$ cat src/rtl/mem_arbiter.sv
// mem_arbiter: two-port (icache / dcache) arbiter in front of one memory bus.
// A single registered FSM (IDLE, GNT_I, GNT_D) picks a requester when IDLE,
// then forwards the granted port's address/data/control straight through to
// the memory side until m_ack or until the requester withdraws its strobe.
// There is always at least one IDLE cycle between two grants.
//
// Build option:
//   MEM_ARB_ROUND_ROBIN_EN - when defined, a simultaneous request goes to the
//                            port that did not win last time (first tie after
//                            reset goes to I). When undefined, ties always go
//                            to D. The last-grant register is kept either way.

module mem_arbiter (
    input  logic         clk,
    input  logic         rst_n,

    // icache miss port (read only)
    input  logic         i_stb,
    input  logic [11:0]  i_adr,
    output logic         i_ack,
    output logic [127:0] i_dat_s,

    // dcache port (read or writeback)
    input  logic         d_stb,
    input  logic         d_we,
    input  logic [11:0]  d_adr,
    input  logic [127:0] d_dat_m,
    input  logic [15:0]  d_sel,
    output logic         d_ack,
    output logic [127:0] d_dat_s,

    // memory side
    output logic         m_cyc,
    output logic         m_stb,
    output logic         m_we,
    output logic [11:0]  m_adr,
    output logic [127:0] m_dat_m,
    output logic [15:0]  m_sel,
    input  logic         m_ack,
    input  logic [127:0] m_dat_s
);

    typedef enum logic [1:0] {
        IDLE  = 2'd0,
        GNT_I = 2'd1,
        GNT_D = 2'd2
    } state_t;

    // Encoding of the last-grant register.
    localparam logic LAST_I = 1'b0;
    localparam logic LAST_D = 1'b1;

    state_t state;
    state_t state_nxt;
    logic   last_grant;
    logic   last_grant_nxt;
    logic   tie_to_d;

    // Tie-break policy: decides who wins when both strobes are high in IDLE.
`ifdef MEM_ARB_ROUND_ROBIN_EN
    assign tie_to_d = (last_grant == LAST_I);
`else
    assign tie_to_d = 1'b1;
`endif

    // State and last-grant registers; reset aborts any transfer in flight.
    // NOTE: sequential state uses non-blocking assignments so every flop
    // samples the pre-edge values, independent of block evaluation order.
    always_ff @(posedge clk or negedge rst_n) begin
        if (!rst_n) begin
            state      <= IDLE;
            last_grant <= LAST_D;
        end else begin
            state      <= state_nxt;
            last_grant <= last_grant_nxt;
        end
    end

    // Next-state logic: arbitrate in IDLE, leave a grant on m_ack or withdrawal.
    // NOTE: every signal written here gets a default first, so no path
    // leaves a value unassigned and no latch is inferred.
    always_comb begin
        state_nxt      = state;
        last_grant_nxt = last_grant;
        case (state)
            IDLE: begin
                // m_ack seen here is spurious and deliberately ignored.
                if (i_stb && d_stb) begin
                    if (tie_to_d) begin
                        state_nxt      = GNT_D;
                        last_grant_nxt = LAST_D;
                    end else begin
                        state_nxt      = GNT_I;
                        last_grant_nxt = LAST_I;
                    end
                end else if (i_stb) begin
                    state_nxt      = GNT_I;
                    last_grant_nxt = LAST_I;
                end else if (d_stb) begin
                    state_nxt      = GNT_D;
                    last_grant_nxt = LAST_D;
                end
            end
            GNT_I: begin
                if (!i_stb || m_ack) begin
                    state_nxt = IDLE;
                end
            end
            GNT_D: begin
                if (!d_stb || m_ack) begin
                    state_nxt = IDLE;
                end
            end
            default: begin
                state_nxt = IDLE;
            end
        endcase
    end

    // Memory-side mux and ack steering; a withdrawn strobe kills the cycle
    // (and any coincident m_ack) in the same clock.
    always_comb begin
        m_cyc   = 1'b0;
        m_stb   = 1'b0;
        m_we    = 1'b0;
        m_adr   = '0;
        m_dat_m = '0;
        m_sel   = '0;
        i_ack   = 1'b0;
        d_ack   = 1'b0;
        case (state)
            GNT_I: begin
                // Instruction fetches are always full-line reads.
                m_adr = i_adr;
                m_sel = 16'hFFFF;
                if (i_stb) begin
                    m_cyc = 1'b1;
                    m_stb = 1'b1;
                    i_ack = m_ack;
                end
            end
            GNT_D: begin
                m_we    = d_we;
                m_adr   = d_adr;
                m_dat_m = d_dat_m;
                m_sel   = d_sel;
                if (d_stb) begin
                    m_cyc = 1'b1;
                    m_stb = 1'b1;
                    d_ack = m_ack;
                end
            end
            default: begin
                // IDLE: memory bus quiet, no acks.
            end
        endcase
    end

    // Read data fans out to both ports; only the acked port consumes it.
    // Held at zero while reset is asserted so all outputs are quiet.
    assign i_dat_s = rst_n ? m_dat_s : '0;
    assign d_dat_s = rst_n ? m_dat_s : '0;

endmodule
$ cat config.mk
export PLATFORM = sky130hd
export DESIGN_NAME = mem_arbiter
export DESIGN_NICKNAME = d
export VERILOG_FILES = /design/src/rtl/mem_arbiter.sv
export SDC_FILE = /design/constraint.sdc
export NUM_CORES = 1
export LEC_CHECK = 0
export CORE_AREA = 2 2 279 281
export DETAILED_ROUTE_END_ITERATION = 10
export DIE_AREA = 0 0 281 283
export HOLD_SLACK_MARGIN = 0.06
export PLACE_DENSITY_LB_ADDON = 0.08
export SETUP_SLACK_MARGIN = 0.1
export SYNTH_ARGS = -nofsm -noshare
export SYNTH_HDL_FRONTEND = slang
export SYNTH_SLANG_ARGS = --single-unit
$ cat constraint.sdc
create_clock -name clk -period 1.3 [get_ports clk]
set_clock_uncertainty 0.1 [all_clocks]
set_input_delay 0.13 -clock clk [delete_from_list [all_inputs] [get_ports clk]]
set_output_delay 0.13 -clock clk [all_outputs]
set_load 0.1 [all_outputs]
==> results <==
==> logic make-up after synthesis <==
group | synth area share (%)
fa+ha+maj | 1.882
buf+inv | 35.15
flops | 1.506
simple gates | 54.42
compound gates | 7.038
==> cell type report <==
cell class / count / area, um2 / area share, %
Clock buffer: 3 / 75.07 / 0.4331
Tap cell: 1040 / 1301 / 7.506
Sequential cell: 2 / 51.30 / 0.2959
Timing Repair Buffer: 799 / 12770 / 73.64
Antenna cell: 1 / 2.502 / 0.01444
Multi-Input combinational cell: 331 / 3126 / 18.03
Inverter: 3 / 13.76 / 0.07939
==> worst reg2reg max path: cells and delay by family (launching register included) <==
family                     cells  cell delay, ns
DFF                            1            0.42
buffers and inverters          4            0.48
AOI/OAI and AO/OA              3            0.40
adders and majority gates      1            0.17
==> how the worst max path moves through the flow <==
stage,cells after the start,end,slack [ns]
3_3_place_gp,6,m_stb,-0.43
5_1_grt,6,m_sel[14],-0.62
2_1_floorplan,6,m_stb,-0.59
3_5_place_dp,6,m_cyc,-0.43
4_1_cts,6,m_sel[14],-0.59
6_report,7,m_adr[0],-0.58
==> synthesized netlist by cell type, drive strengths merged <==
library cell	number
o22ai	1
clkbuf	20
a21boi	1
buf	146
nand3b	1
ha	5
and2	257
o21bai	1
o31ai	1
inv	3
nor2b	29
and3	2
o21ai	2
a22oi	14
a21oi	17
dfrtp	2
==> power by group through the flow <==
stage,Combinational (W),Sequential [W],Clock [W]
after detailed placement,0.0287,0.000121,0
after CTS,0.0295,0.000129,0.000488
after global routing,0.0310,0.000133,0.000492
after global placement,0.0288,0.000120,0
after floorplan,0.0186,0.000112,0
final,0.0301,0.000129,0.000476
==> stage by stage <==
stage / hold WS (ns) / cell area [um2] / utilization [%] / instances
final: 0.3009 / 17340 / 22.60 / 2179
after global routing: 0.3019 / 17330 / 22.60 / 2178
after CTS: 0.3247 / 16910 / 22.04 / 2161
after detailed placement: -0.1369 / 16270 / 21.21 / 2136
after global placement: -0.1357 / 16270 / 21.21 / 2136
after floorplan: -0.2656 / 5771 / - / 502
==> layer usage <==
metal,track usage [%],wire length [um]
met1,7.533,11360
met2,19.51,23250
met3,3.826,4298
met4,0.6283,169
met5,0,42
==> repair_timing <==
item	4_1_cts	5_1_grt
cloned	7	12
hold buffers	1	0
setup buffers	14	7
resized for setup	40	36
setup endpoints to repair	397	376
pin swaps	44	61
hold endpoints to repair	2	0
==> flow_summary.ini <==
[pwr]
max-vdd-ir-drop_mv = 1.281
internal_power_w = 0.01248
power_frac_comb_pct = 98.0
power.clock.fraction_pct = 1.6
power.net_switching_w = 0.01819
cellPowerDensity_nw_per_um2 = 1769
switching_share_pct = 59.32
seqPwrFrac_pct = 0.4
totalPowerFinal_w = 0.03067
power_leakage_nw = 7.023

[route]
drt_first_pass_iters = 4
drc = 0
post_drt_via_cell_ratio = 2.591
ant_nets = 0
num_vias = 5646
detail_route.wirelength_um = 39120
drt_iter0_markers = 66
detail_route.wl_per_cell_um = 17.96

[final_layout]
area.growth.synth_to_final_pct = 421.5
fillers = 8133
drive_above_1_share_pct = 71.70
layout_top_registers = state (2)
layout.cells.most_common = buf_12
register_ranked_first_by_flip_flop_count = state
most_used_cells_in_the_layout_excluding_fill_and_tap_cells = 444 x buf_12, 289 x clkdlybuf4s50_1, 257 x and2_4
layout.nets = 1447
largest_register_ff_count = 2

[synthesis]
postSynthNetCount = 809
synth.avg_cell_area_um2 = 6.622
synth.area.top_cells = and2_1 48%, buf_4 29%, nor2b_1 5.5%
netlist-cell-type-count = 20
seq_cells_post_synth = 2
synth.top_cell.area_share_pct = 48.36
synth.largest_area_cell = and2_1
synthesis.yosys.warnings = 0
synth_cells = 502
mappedNetlistArea_um2 = 3324
yosysSeqAreaShare_pct = 1.505

[sta]
max_clock_freq_ghz = 0.5325
fin_setup_tns_ns = -83.28
postLayoutSetupSlackWorst_ns = -0.5780
report.final.hold_viol_count = 0
timing.max_slew.rel_slack_pct = 82.00
final_period_minus_worst_setup_slack_ns = 1.878
finalCritPeriodShare_pct = 144.5
setup_viol_count_final = 163
finalMaxSlewViolations = 0
rsz0062_at_grt = yes
worst-slew-pin-transition_ns = 0.2699

[setup_path]
crit_path_top_delay_cell = dfrtp_1
worst-r2r-setup-slack_ns = -0.38
worst-endpoint-required_ns = 1.07
crit_path_max_incr_delay_ns = 0.38
rr_startpoint = state[1]
timing.critical_path.from = state[0]
critical_path_buf_inv_count = 4
cpMostUsedCell = buf_12
cell_by_cell_listing_of_the_critical_path = buf_4 > ha_4 > buf_12 > buf_16 > a22oi_2 > nor2b_4 > buf_12
type_of_destination_of_the_critical_path = primary output
cp_max_fo = 6
critical_path.top_delay_family = buffers and inverters
worst_ep_arrival_time_ns = 1.65
r2r_depth = 8
r2r-end = state[1]
category_of_the_most_critical_setup_path = reg -> out
start_kind = flop

[hold_path]
hp-class = in -> async

[grt]
overflow = 0
total_track_usage_pct = 9.013
antenna_found_initial = 6
global_route_wire_length_before_repair_um = 50550
first_global_vias = 6120
maximum_number_of_pins_on_one_net_before_global_route_repair = 40

[run_status]
failing_checks = negative setup slack
status = complete, but fails checks

[die]
die_width_um = 281
initial_utilization_pct = 4.334
fp-row-count = 102
floorplan.core_area_um2 = 76700
fp.dieH_um = 283
floorplan.die_area_um2 = 79520
pin_count = 719

[placed_design]
gp_routability_congestion = 0.7369
dp_hpwl_um = 34320
dp_slack_ns = -0.4343
buffer_ports.inserted = 718

[clocking]
cts_made_buffers = 3
clock-sinks = 2
cts_buffer_depth = 2
clock_tree.htree_level_count = 1
clk_transition_reported_paths_ns = 0.03
cts_root_buffer = clkbuf_16
worst_skew_pair.late_latency_ns = 0.23
cts_tree = yes

[flow_run]
max_cap_violations = 0
Note: power is estimated with default switching activity, not from simulation.
